--- src/rtl/posit_encoder.sv ---
// Posit encoder: packs sign/regime/exponent/fraction into a WIDTH-bit posit with
// round-to-nearest-even and maxpos/minpos saturation, as a 2-stage valid/ready pipeline.
module posit_encoder #(
  parameter int WIDTH = 7,
  parameter int EN    = 1
) (
  input  logic             clk,
  input  logic             rst,
  input  logic             in_valid,
  output logic             in_ready,
  input  logic             in_sign,
  input  logic [7:0]       in_regime,
  input  logic [7:0]       in_exponent,
  input  logic [7:0]       in_mantissa,
  input  logic             in_sticky,
  input  logic             in_zero,
  input  logic             in_nar,
  output logic             out_valid,
  input  logic             out_ready,
  output logic [WIDTH-1:0] out_posit
);

  localparam int BODY_W = WIDTH - 1;
  localparam int TW     = EN + 9;
  localparam int BW     = WIDTH + EN + 8;
  localparam logic signed [7:0] K_HI = 8'(WIDTH - 2);
  localparam logic signed [7:0] K_LO = 8'(-(WIDTH - 1));

  function automatic logic [WIDTH-1:0] round_pack(
    input logic [BODY_W-1:0] body,
    input logic              guard,
    input logic              sticky,
    input logic              sat_hi,
    input logic              sat_lo,
    input logic              sign,
    input logic              zero,
    input logic              nar
  );
    logic [BODY_W-1:0] b;
    logic [WIDTH-1:0]  mag;
    logic [WIDTH-1:0]  res;
    if (sat_hi)
      b = '1;
    else if (sat_lo)
      b = BODY_W'(1);
    else if (&body)
      b = '1;
    else begin
      b = body + BODY_W'(guard & (sticky | body[0]));
      if (b == '0)
        b = BODY_W'(1);
    end
    mag = {1'b0, b};
    res = sign ? -mag : mag;
    if (nar)
      res = {1'b1, {BODY_W{1'b0}}};
    else if (zero)
      res = '0;
    return res;
  endfunction

  logic signed [7:0] k;
  logic signed [8:0] kx;
  logic [8:0]        rlen;
  logic              rbit;
  logic [15:0]       em16;
  logic [TW-1:0]     tail;
  logic [BW-1:0]     bits_c;
  logic              sat_hi_c;
  logic              sat_lo_c;

  assign k    = in_regime;
  assign kx   = {k[7], k};
  assign rbit = ~kx[8];
  assign em16 = {in_exponent, in_mantissa};
  assign tail = {kx[8], em16[EN+7:0]};

  always_comb begin
    sat_hi_c = (k >= K_HI);
    sat_lo_c = (k <= K_LO);
    rlen     = kx[8] ? 9'(-kx) : 9'(kx + 9'sd1);
    // saturated regimes are overridden later; clamp keeps the shifter in range
    if (sat_hi_c || sat_lo_c)
      rlen = 9'(WIDTH - 2);
    bits_c = (rbit ? ~({BW{1'b1}} >> rlen) : '0)
           | ({tail, {(BW-TW){1'b0}}} >> rlen);
  end

  logic              vld_p1, vld_p2;
  logic [BODY_W-1:0] body_p1;
  logic              guard_p1, sticky_p1, sat_hi_p1, sat_lo_p1;
  logic              sign_p1, zero_p1, nar_p1;
  logic [WIDTH-1:0]  posit_p2;
  logic              s1_load, s2_load;

  assign s2_load   = ~vld_p2 | out_ready;
  assign s1_load   = ~vld_p1 | s2_load;
  assign in_ready  = rst & s1_load;
  assign out_valid = vld_p2;
  assign out_posit = posit_p2;

  // stage 1: assemble regime/exponent/fraction bit-string
  always_ff @(posedge clk) begin
    if (s1_load && in_valid) begin
      body_p1   <= bits_c[BW-1 -: BODY_W];
      guard_p1  <= bits_c[BW-WIDTH];
      sticky_p1 <= (|bits_c[BW-WIDTH-1:0]) | in_sticky;
      sat_hi_p1 <= sat_hi_c;
      sat_lo_p1 <= sat_lo_c;
      sign_p1   <= in_sign;
      zero_p1   <= in_zero;
      nar_p1    <= in_nar;
    end
  end

  // stage 2: round, saturate, apply sign
  always_ff @(posedge clk) begin
    if (!rst) begin
      vld_p1   <= 1'b0;
      vld_p2   <= 1'b0;
      posit_p2 <= '0;
    end else begin
      if (s1_load)
        vld_p1 <= in_valid;
      if (s2_load) begin
        vld_p2 <= vld_p1;
        if (vld_p1)
          posit_p2 <= round_pack(body_p1, guard_p1, sticky_p1, sat_hi_p1,
                                 sat_lo_p1, sign_p1, zero_p1, nar_p1);
      end
    end
  end

endmodule

--- config.mk ---
export PLATFORM = sky130hd
export DESIGN_NAME = posit_encoder
export DESIGN_NICKNAME = d
export VERILOG_FILES = /design/src/rtl/posit_encoder.sv
export SDC_FILE = /design/constraint.sdc
export NUM_CORES = 1
export LEC_CHECK = 0
export BUFFER_PORTS_ARGS = -buffer_cell sky130_fd_sc_hd__buf_2
export CELL_PAD_IN_SITES_DETAIL_PLACEMENT = 0
export CELL_PAD_IN_SITES_GLOBAL_PLACEMENT = 2
export CORE_MARGIN = 2
export CORE_UTILIZATION = 32
export CTS_CLUSTER_DIAMETER = 80
export DETAILED_ROUTE_END_ITERATION = 12
export PLACE_DENSITY_LB_ADDON = 0.1
export SYNTH_ARGS = -nofsm -noshare
export SYNTH_HDL_FRONTEND = slang
export SYNTH_SLANG_ARGS = --single-unit
--- constraint.sdc ---
create_clock -name clk -period 3.66 [get_ports clk]
set_input_delay 0.549 -clock clk [delete_from_list [all_inputs] [get_ports clk]]
set_output_delay 0.549 -clock clk [all_outputs]
set_load 0.05 [all_outputs]
==> metrics.md <==
| Metric | Value |
|---|---|
| Status | completed |
| Fmax | 373.9 MHz |
| Detail Placement HPWL | 3824 um |
| Post-Synth Simple-Gate Area | 0.2356 |
| Core area | 5574 um^2 |
| Boundary Pins | 41 |
| Compound-Gate Fraction of Synth Area | 0.2523 |
| Post-synth EDFFs | 13 |
| N_diodes | 0 |
| Rel. slew slack | 0.6249 |
| Die Area | 6452 um^2 |
| Number of register bits inferred by synthesis | 22 |
| Pwr Density | 280.7 nW/um^2 |
| Crit Path Max Fanout | 4 |
| R2R Setup Slk | 990 ps |
| Netlist cell types | 53 |
| Vias per cell | 5.279 |
| Worst setup EP type | flop |
| R2r startpoint | body_p1[0] |
| Die Ht | 80.33 um |
| CTS tree | done |
| DR pass1 iterations | 4 |
| Starting Density | 0.3345 |
| Worst Setup Path Type | flop to flop |
| Layout overhead on the synthesized area | 15.23% |
| FF-to-FF End | out_posit[6] |
| Crit share post-route | 0.7307 |
| Hold buffers post-CTS | 0 |
| Startpoint types | flop |
| Synthesized Nets | 260 |
| Drt drc | 0 |
| Main synth FF type | edfxtp_1 |
| PostCTS Resize Cnt | 0 |
| GRT overflow | 0 |
| CTS root buf | clkbuf_8 |
| Post-synthesis sequential area ratio | 0.3060 |
| Area of the multi-input gates | 1225 um^2 |
| Hold endpoint | out_posit[4] |
| R2R depth | 13 |
| Mapped Area | 1864 um^2 |
| CP required | 3810 ps |
| CP Data Arrival Time | 2820 ps |
| Placement Rows | 27 |
| Hold WC Path Type | flop to flop |
| Routed WL | 4776 um |
| Clock period minus worst slack | 2675 ps |
| Worst slew pin tran | 562.6 ps |
| First-pass GRT wire length | 8121 um |
| Peak supply drop | 0.0001309 V |
| Multiplexer share of the synthesized area | 0.07785 |
| Final net count | 292 |
| Final hold violations | 0 |
| Worst skew pair latency | 260 ps |
| Clock skew | 2.568 ps |
| Initial drt markers | 60 |
| Fin. max-slew vios | 0 |
| Post-Syn Instances | 220 |
| Post-CTS Setup Inserts | 0 |
| Die Width | 80.33 um |
| Largest family of logic cells by synthesized area | compound AO/OA/AOI/OAI gates |
| Adder-cell share of the synthesized area | 0.05369 |
| Htree depth | 1 |
| Initial antenna violation count | 0 |
| Synth Area in XOR/XNOR | 0.03758 |
| Largest net degree at the start of global routing | 20 |
| Mapped Avg Cell Area | 8.474 um^2 |
| GR Util All Layers | 0.1597 |
| Max Root-Sink Buffers | 2 |
| # setup viols final | 0 |
| Worst Hold Depth | 2 |
| RSZ-0062 raised after global routing | no |
| Vias | 1705 |
| Layout cell share with drive strength beyond 1 | 0.2032 |
| Fin util | 0.3854 |
| Final RePlAce weighted congestion | 0.7926 |
| Ys Warns | 0 |
| Setup_tns | 0 ps |
| FF+latch area | 570.5 um^2 |
| Asr flop ratio synth | 0 |
| Number of global-route vias before repair | 1672 |
| TritonCTS sink count | 22 |
| Fill cells | 610 |
| Max Cap Viol | 0 |
| PortBufs | 33 |
| Clock transition at the registers of the reported paths | 80 ps |
| HP Start | out_posit[4] |
| Num CTS Buffers | 3 |
| Leak pwr | 0.9178 nW |
| Routed Antenna Nets | 0 |
| WL/cell | 14.79 um |
-- synth_stat cells (all sizes together) (2+ instances only) --
| master | n | share of area |
|---|---|---|
| nor2 | 20 | 0.047 |
| nand2 | 16 | 0.036 |
| o21ai | 16 | 0.043 |
| edfxtp | 13 | 0.21 |
| a21oi | 12 | 0.034 |
| mux2i | 11 | 0.066 |
| nand3 | 11 | 0.030 |
| inv | 10 | 0.020 |
| dfxtp | 9 | 0.097 |
| nor2b | 9 | 0.030 |
| nor3 | 9 | 0.024 |
| ha | 8 | 0.054 |
| clkbuf | 7 | 0.014 |
| and3 | 5 | 0.017 |
| o22ai | 5 | 0.017 |
| xnor2 | 5 | 0.023 |
| a22oi | 4 | 0.016 |
| and2 | 4 | 0.013 |
| a211oi | 3 | 0.019 |
| a21o | 3 | 0.012 |
| a221o | 3 | 0.016 |
| a31oi | 3 | 0.010 |
| nand2b | 3 | 0.010 |
| o211ai | 3 | 0.012 |
| xor2 | 3 | 0.014 |
| a311oi | 2 | 0.0094 |
| mux2 | 2 | 0.012 |
| o2111ai | 2 | 0.0094 |
| o21a | 2 | 0.0081 |
| o2bb2ai | 2 | 0.0094 |
-- flip-flops by register name (all words and copies together) (netlist names) --
name / flops
body_p1: 6
vld_p1: 1
out_posit: 7
zero_p1: 1
nar_p1: 1
sat_hi_p1: 1
sat_lo_p1: 1
out_valid: 1
sticky_p1: 1
sign_p1: 1
guard_p1: 1
-- layout by cell type (no fill, tap or decap), drive strengths merged, types with 2 or more instances in the layout --
cell type	instances
a211oi	3
a21o	3
a21oi	12
a221o	3
a22oi	4
a311oi	2
a31oi	3
and2	4
and3	5
buf	35
clkbuf	4
dfxtp	9
edfxtp	13
ha	8
inv	10
mux2	2
mux2i	11
nand2	16
nand2b	3
nand3	11
nor2	20
nor2b	9
nor3	9
o2111ai	2
o211ai	3
o21a	2
o21ai	16
o22ai	5
o2bb2ai	2
xnor2	5
xor2	3
-- cell families after synthesis --
family	after synthesis
AOI/OAI and AO/OA	68
buffers and inverters	18
muxes	13
DFF	22
adders and majority gates	8
and+or+nand+nor	83
xor gates and xnor gates	8
-- worst max path at each step --
stage | from | endpoint
6_report | body_p1[0] | out_posit[6]
5_1_grt | body_p1[0] | out_posit[4]
4_1_cts | body_p1[0] | out_posit[6]
3_5_place_dp | in_regime[3] | sticky_p1
3_3_place_gp | in_regime[3] | sticky_p1
2_1_floorplan | in_regime[0] | sticky_p1
-- layout make-up --
class                           count  share of cell area
Inverter                           10             0.01747
Sequential cell                    22              0.2656
Multi-Input combinational cell    180              0.5702
Clock buffer                        4             0.02097
Tap cell                           72             0.04193
Timing Repair Buffer               35             0.08387
-- layer usage --
| layer | share of wire | up-vias | wire (um) | track usage |
|---|---|---|---|---|
| li1 | - | 884 | - | - |
| met1 | 0.46 | 789 | 2201 | 0.1970 |
| met2 | 0.51 | 28 | 2421 | 0.2908 |
| met3 | 0.020 | 4 | 97 | 0.01685 |
| met4 | 0.012 | 0 | 56 | 0.04576 |
| met5 | 0 | - | 0 | 0 |
-- where the power goes --
group	leakage [nW]	internal (mW)	switching [mW]
logic	0.697	0.0617	0.101
clock network	0.0228	0.0775	0.0743
registers	0.198	0.277	0.0111
total	0.918	0.416	0.187
-- per-stage QoR --
step	power (mW)	cell area [um^2]	setup slack [ps]	hold slack, ps	instances
after floorplan	0.4056	1864	765.2	499.5	220
after global placement	0.4586	2103	838.1	450.8	319
after detailed placement	0.4583	2103	868.0	458.8	319
after CTS	0.6110	2148	954.4	466.9	323
after global routing	0.6469	2148	787.1	450.2	323
final	0.6029	2148	985.5	468.3	323
-- critical path: stages, from the launching register on --
cell      delay (ps)
edfxtp_1         450
o21a_1           210
ha_1             220
ha_1             210
and3_1           210
and3_1           160
a21oi_1          160
nor2_1            60
nor2_1           150
ha_1             190
and3_1           170
a311oi_1         110
nor3_1           180
nor2_1            70
No activity file was read; power rests on OpenSTA's default activity.
